`src/rtl/pic_ram_wr_arb_if.sv`:
```
// ---------------------------------------------------------------------------
// pic_ram_wr_arb_if
// Purpose : bundles the two requester write ports and the picture-RAM write
//           port of pic_ram_wr_arb into one interface.
// Signals : i_req0/1, i_addr0/1, i_data0/1, i_last0/1  requester side
//           o_gnt0/1                                    grants back to requesters
//           o_wea, o_addra, o_dina                      RAM write port
//           o_owner, o_busy                             status
// Modports: slave  - the arbiter (consumes i_*, drives o_*)
//           master - the environment (drives i_*, observes o_*)
// ---------------------------------------------------------------------------
interface pic_ram_wr_arb_if #(
    parameter int ADDR_W = 15,
    parameter int DATA_W = 16
);
    logic              i_req0,  i_req1;
    logic [ADDR_W-1:0] i_addr0, i_addr1;
    logic [DATA_W-1:0] i_data0, i_data1;
    logic              i_last0, i_last1;
    logic              o_gnt0,  o_gnt1;
    logic              o_wea;
    logic [ADDR_W-1:0] o_addra;
    logic [DATA_W-1:0] o_dina;
    logic              o_owner;
    logic              o_busy;

    modport slave (
        input  i_req0, i_req1, i_addr0, i_addr1, i_data0, i_data1, i_last0, i_last1,
        output o_gnt0, o_gnt1, o_wea, o_addra, o_dina, o_owner, o_busy
    );

    modport master (
        output i_req0, i_req1, i_addr0, i_addr1, i_data0, i_data1, i_last0, i_last1,
        input  o_gnt0, o_gnt1, o_wea, o_addra, o_dina, o_owner, o_busy
    );
endinterface

```
`src/rtl/pic_ram_wr_arb.sv`:
```
// ---------------------------------------------------------------------------
// pic_ram_wr_arb
// Purpose : arbitrates picture-RAM write access between requester 0 (mp3
//           buffer writer) and requester 1 (image loader). A grant lasts
//           until the requester drops req, flags last, or BURST_MAX beats
//           have been written; a dead GAP cycle then follows before the next
//           arbitration. All outputs are registered.
// Ports   : clk    - system clock
//           rst_n  - asynchronous active-low reset
//           bus    - pic_ram_wr_arb_if.slave (requests, grants, RAM port)
// Config  : PIC_ARB_ROUND_ROBIN_EN defined   -> contention goes to the
//           requester that is not o_owner (round robin).
//           PIC_ARB_ROUND_ROBIN_EN undefined -> requester 0 always wins
//           contention (fixed priority).
// ---------------------------------------------------------------------------
module pic_ram_wr_arb #(
    parameter int ADDR_W    = 15,
    parameter int DATA_W    = 16,
    parameter int BURST_MAX = 16
) (
    input  logic              clk,
    input  logic              rst_n,
    pic_ram_wr_arb_if.slave   bus
);

    localparam logic [1:0] S_IDLE = 2'd0;
    localparam logic [1:0] S_GNT0 = 2'd1;
    localparam logic [1:0] S_GNT1 = 2'd2;
    localparam logic [1:0] S_GAP  = 2'd3;

    localparam logic [8:0] C_MAX = 9'(BURST_MAX);

    logic [1:0]        r_state;
    logic [7:0]        r_cnt;
    logic              r_gnt0, r_gnt1, r_wea, r_owner, r_busy;
    logic [ADDR_W-1:0] r_addra;
    logic [DATA_W-1:0] r_dina;

    logic              w_in_gnt, w_req_cur, w_last_cur, w_beat, w_end, w_pick1;
    logic [ADDR_W-1:0] w_addr_cur;
    logic [DATA_W-1:0] w_data_cur;
    logic [8:0]        w_cnt_nxt;

    // Only the granted requester's signals are ever looked at.
    assign w_in_gnt   = (r_state == S_GNT0) || (r_state == S_GNT1);
    assign w_req_cur  = (r_state == S_GNT1) ? bus.i_req1  : bus.i_req0;
    assign w_last_cur = (r_state == S_GNT1) ? bus.i_last1 : bus.i_last0;
    assign w_addr_cur = (r_state == S_GNT1) ? bus.i_addr1 : bus.i_addr0;
    assign w_data_cur = (r_state == S_GNT1) ? bus.i_data1 : bus.i_data0;

    assign w_beat    = w_in_gnt & w_req_cur;
    // 9-bit count so BURST_MAX=256 is reachable with an 8-bit counter.
    assign w_cnt_nxt = {1'b0, r_cnt} + 9'd1;
    // last and max-count collapse into one release condition.
    assign w_end     = w_beat & (w_last_cur | (w_cnt_nxt == C_MAX));

`ifdef PIC_ARB_ROUND_ROBIN_EN
    // Under contention the requester that did not own the RAM last wins.
    assign w_pick1 = bus.i_req1 & (~bus.i_req0 | ~r_owner);
`else
    assign w_pick1 = bus.i_req1 & ~bus.i_req0;
`endif

    always_ff @(posedge clk or negedge rst_n) begin
        if (!rst_n) begin
            r_state <= S_IDLE;
            r_cnt   <= 8'd0;
            r_gnt0  <= 1'b0;
            r_gnt1  <= 1'b0;
            r_busy  <= 1'b0;
            r_wea   <= 1'b0;
            r_addra <= '0;
            r_dina  <= '0;
            r_owner <= 1'b1;   // makes requester 0 the first round-robin winner
        end else begin
            r_wea <= 1'b0;
            case (r_state)
                S_IDLE: begin
                    if (bus.i_req0 | bus.i_req1) begin
                        r_state <= w_pick1 ? S_GNT1 : S_GNT0;
                        r_gnt0  <= ~w_pick1;
                        r_gnt1  <= w_pick1;
                        r_busy  <= 1'b1;
                        r_owner <= w_pick1;
                        r_cnt   <= 8'd0;
                    end
                end
                S_GNT0, S_GNT1: begin
                    if (w_beat) begin
                        r_wea   <= 1'b1;
                        r_addra <= w_addr_cur;
                        r_dina  <= w_data_cur;
                        r_cnt   <= w_cnt_nxt[7:0];
                    end
                    if (!w_req_cur || w_end) begin
                        r_state <= S_GAP;
                        r_gnt0  <= 1'b0;
                        r_gnt1  <= 1'b0;
                        r_busy  <= 1'b0;
                    end
                end
                default: r_state <= S_IDLE;   // S_GAP: one dead cycle
            endcase
        end
    end

    assign bus.o_gnt0  = r_gnt0;
    assign bus.o_gnt1  = r_gnt1;
    assign bus.o_busy  = r_busy;
    assign bus.o_wea   = r_wea;
    assign bus.o_addra = r_addra;
    assign bus.o_dina  = r_dina;
    assign bus.o_owner = r_owner;

endmodule
```
`src/flat_wrapper.sv`:
```
// flat-port wrapper written by rule: the top's interface ports become plain ports
module pic_ram_wr_arb_flat 
#(
    parameter int ADDR_W    = 15,
    parameter int DATA_W    = 16,
    parameter int BURST_MAX = 16
)
  (clk, rst_n, bus_i_req0, bus_i_req1, bus_i_addr0, bus_i_addr1, bus_i_data0, bus_i_data1, bus_i_last0, bus_i_last1, bus_o_gnt0, bus_o_gnt1, bus_o_wea, bus_o_addra, bus_o_dina, bus_o_owner, bus_o_busy);
  pic_ram_wr_arb_if #(.ADDR_W(ADDR_W), .DATA_W(DATA_W)) bus_i ();
  input  logic clk;
  input  logic rst_n;
  input wire logic [$bits(bus_i.i_req0)-1:0] bus_i_req0;
  input wire logic [$bits(bus_i.i_req1)-1:0] bus_i_req1;
  input wire logic [$bits(bus_i.i_addr0)-1:0] bus_i_addr0;
  input wire logic [$bits(bus_i.i_addr1)-1:0] bus_i_addr1;
  input wire logic [$bits(bus_i.i_data0)-1:0] bus_i_data0;
  input wire logic [$bits(bus_i.i_data1)-1:0] bus_i_data1;
  input wire logic [$bits(bus_i.i_last0)-1:0] bus_i_last0;
  input wire logic [$bits(bus_i.i_last1)-1:0] bus_i_last1;
  output wire logic [$bits(bus_i.o_gnt0)-1:0] bus_o_gnt0;
  output wire logic [$bits(bus_i.o_gnt1)-1:0] bus_o_gnt1;
  output wire logic [$bits(bus_i.o_wea)-1:0] bus_o_wea;
  output wire logic [$bits(bus_i.o_addra)-1:0] bus_o_addra;
  output wire logic [$bits(bus_i.o_dina)-1:0] bus_o_dina;
  output wire logic [$bits(bus_i.o_owner)-1:0] bus_o_owner;
  output wire logic [$bits(bus_i.o_busy)-1:0] bus_o_busy;
  assign bus_i.i_req0 = bus_i_req0;
  assign bus_i.i_req1 = bus_i_req1;
  assign bus_i.i_addr0 = bus_i_addr0;
  assign bus_i.i_addr1 = bus_i_addr1;
  assign bus_i.i_data0 = bus_i_data0;
  assign bus_i.i_data1 = bus_i_data1;
  assign bus_i.i_last0 = bus_i_last0;
  assign bus_i.i_last1 = bus_i_last1;
  assign bus_o_gnt0 = bus_i.o_gnt0;
  assign bus_o_gnt1 = bus_i.o_gnt1;
  assign bus_o_wea = bus_i.o_wea;
  assign bus_o_addra = bus_i.o_addra;
  assign bus_o_dina = bus_i.o_dina;
  assign bus_o_owner = bus_i.o_owner;
  assign bus_o_busy = bus_i.o_busy;
  pic_ram_wr_arb #(.ADDR_W(ADDR_W), .DATA_W(DATA_W), .BURST_MAX(BURST_MAX)) u_core (.clk(clk), .rst_n(rst_n), .bus(bus_i));
endmodule
```
`config.mk`:
```
export PLATFORM = sky130hd
export DESIGN_NAME = pic_ram_wr_arb_flat
export DESIGN_NICKNAME = d
export VERILOG_FILES = /design/src/rtl/pic_ram_wr_arb_if.sv /design/src/rtl/pic_ram_wr_arb.sv /design/src/flat_wrapper.sv
export SDC_FILE = /design/constraint.sdc
export NUM_CORES = 1
export LEC_CHECK = 0
export BUFFER_PORTS_ARGS = -buffer_cell sky130_fd_sc_hd__buf_2
export CORE_MARGIN = 5
export CORE_UTILIZATION = 45
export DETAILED_ROUTE_END_ITERATION = 16
export PLACE_DENSITY = 0.77
export SLEW_MARGIN = 5
export SYNTH_ARGS = -nofsm -noshare
export SYNTH_HDL_FRONTEND = slang
export SYNTH_SLANG_ARGS = --single-unit
```
`constraint.sdc`:
```
create_clock -name clk -period 2.2 [get_ports clk]
set_input_delay 0.44 -clock clk [delete_from_list [all_inputs] [get_ports clk]]
set_output_delay 0.44 -clock clk [all_outputs]
set_load 0.01 [all_outputs]
```
==> impl_metrics.json <==
{
  "gr-total-overflow": 0,
  "p_per_area_nw_per_um2": 1314,
  "grt_util_all_layers": 0.1639,
  "antenna_left": 0,
  "hp-class": "input port to asynchronous set/reset pin",
  "antenna_found_initial": 0,
  "period_share": 0.8991,
  "antenna_cells": 0,
  "worstSetupStartpointType": "flip-flop",
  "nets": 418,
  "instances_no_fill": 416,
  "netlist_instances": 244,
  "crit_path_top_delay_cell": "dfrtp_1",
  "clkTransAtPathRegs_ns": 0.09,
  "crit_path_cell_trace": "ha_1 > nand3_2 > nor4b_2 > o2111ai_2 > o211a_1 > o311ai_2",
  "endpoint_kind": "flip-flop",
  "die_area_um2": 6903,
  "portBuffers": 103,
  "synth_flop_cell": "dfrtp_1",
  "cts_root_buf": "clkbuf_8",
  "first_pass_iters": 4,
  "max_slew_margin": 0.6515,
  "synth-seq-cells": 46,
  "cp_max_fo": 7,
  "maxCapViolCount": 0,
  "gp_congestion": 0.8288,
  "h-tree-depth": 2,
  "total_power_w": 0.004107,
  "avgSynthCellArea_um2": 9.851,
  "tns_ns": 0,
  "ctsHoldBuffers": 0,
  "status": "finished clean",
  "cts_setup_buffers": 0,
  "drc": 0,
  "place_inst": 408,
  "worst_slew_pin_slew_ns": 0.5228,
  "synthArstFlopShare": 1.000,
  "synth_nets": 317,
  "clock-skew-final_ns": 0.007280,
  "critPathKind": "flip-flop to flip-flop",
  "grt_pass1_vias": 2020,
  "cts_tree": "done",
  "area_growth_pct": 29.98,
  "grt_pass1_wl_um": 9411,
  "first_iter_violations": 74,
  "design.core.area_um2": 5140,
  "fmax_ghz": 0.5055,
  "yosys_warnings": 0,
  "netlist_area_um2": 2404,
  "cpPeakStageDelay_ns": 0.42,
  "die_h_um": 83.09,
  "clk_latency_ns": 0.29,
  "ctsResizeCount": 0,
  "die_w_um": 83.09,
  "ir_drop_mv": 0.7036,
  "wl_per_cell_um": 13.30,
  "synth_edf_count": 0,
  "drv_slew": 0,
  "final-setup-viol-count": 0,
  "p_leak_nw": 1.536,
  "vias_per_cell": 4.954,
  "crit_arrival_ns": 2.18,
  "cts_buffer_depth": 2,
  "seq_area_frac_synth": 0.4794,
  "finalHoldViolCount": 0,
  "post-route-util": 0.6078,
  "wirelength_um": 5532,
  "cts.sinks": 46,
  "rsz0062_at_grt": "no",
  "rows": 26,
  "start_util": 0.4676,
  "ios": 104,
  "dp_hpwl_um": 4391,
  "drive_above_1_share": 0.3786,
  "dr_total_vias": 2061,
  "cts_buffers": 5,
  "synth_cell_types": 41,
  "min_period_ns": 1.978,
  "crit_required_ns": 2.40,
  "grt_max_degree": 63,
  "worst_hold_slack_ns": 0.1158
}
==> power breakdown <==
group | leakage [nW] | internal, W | switching, W
clock network | 0.0514 | 0.000339 | 0.000269
registers | 0.579 | 0.00122 | 0.000183
logic | 0.906 | 0.000887 | 0.00121
==> metal layers <==
layer  track usage  part of all wire  vias up
met5             0                 0        -
met1        0.1894              0.42      937
li1              -                 -     1061
met2        0.2937              0.50       59
met4       0.05349             0.012        0
met3       0.04257             0.062        4
==> synthesized netlist by cell type, types with 3 or more instances <==
cell | number | area share
a21oi_1 | 3 | 0.0062
buf_2 | 3 | 0.0062
clkbuf_1 | 10 | 0.016
dfrtp_1 | 45 | 0.47
ha_1 | 5 | 0.026
inv_1 | 11 | 0.017
mux2i_1 | 34 | 0.14
nand2_1 | 44 | 0.069
nor2_1 | 5 | 0.0078
nor3_1 | 4 | 0.0083
o21ai_0 | 41 | 0.085
o21ai_1 | 3 | 0.0062
==> stage by stage <==
| stage | cell area, um^2 | worst slack [ns] |
|---|---|---|
| after global placement | 3014 | 0.2865 |
| final | 3124 | 0.2219 |
| after global routing | 3124 | 0.03330 |
| after CTS | 3124 | 0.2023 |
| after detailed placement | 3014 | 0.2004 |
| after floorplan | 2404 | 0.3547 |
==> placed cells by master (no fill, tap or decap), types with 4 or more instances in the layout <==
cell type  count
inv_1         11
mux2i_1       34
buf_2        103
dfrtp_1       45
clkbuf_8       5
nand2_1       43
nor2_1         5
nor3_1         4
ha_1           4
o21ai_0       41
==> kinds of logic (layout without fill, tap and decap cells) <==
logic type	Yosys count	count (layout)	share of synthesized area
AO/OA/AOI/OAI	65	65	0.1734
adder cells (fa/ha/maj)	5	5	0.02603
buffers and inverters	25	127	0.04217
flip-flops	46	46	0.4794
multiplexers	35	35	0.1463
AND/OR/NAND/NOR	68	68	0.1327
==> final timing paths <==
| kind | cells past startpoint | from | endpoint | slack (ns) |
|---|---|---|---|---|
| max reg2reg | 6 | u_core.r_cnt[0] | u_core.r_state[1] | 0.22 |
| max | 6 | u_core.r_cnt[0] | u_core.r_state[1] | 0.22 |
| min in group clk | 2 | bus_i_req0 | u_core.bus.o_owner | 0.40 |
| min reg2reg | 2 | u_core.bus.o_addra[8] | u_core.bus.o_addra[8] | 0.48 |
| max in group asynchronous | 2 | rst_n | u_core.bus.o_owner | 1.50 |
| min | 1 | rst_n | u_core.r_state[0] | 0.12 |
==> final cells by class <==
class / count / area [um^2]
fill: 464 / 2016
inverter: 11 / 41.29
clock buffer: 6 / 72.57
multi-input combinational: 173 / 1155
sequential: 46 / 1152
timing repair buffer: 108 / 578.1
tap: 70 / 87.58
clock inverter: 2 / 37.54
==> critical path: cells and delay by family (launching register included) <==
kind,cells,cell delay [ns]
DFF,1,0.42
and+or+nand+nor,2,0.44
adders and majority gates,1,0.29
AOI/OAI and AO/OA,3,0.74
==> sequential cells by signal, summed over array words and instances, names as in the netlist <==
name                flops
u_core.bus.o_dina      16
u_core.bus.o_addra     15
u_core.r_cnt            8
u_core.r_state          2
u_core.bus.o_busy       1
u_core.bus.o_gnt0       1
u_core.bus.o_gnt1       1
u_core.bus.o_owner      1
u_core.bus.o_wea        1
Note: power is estimated with default switching activity, not from simulation.
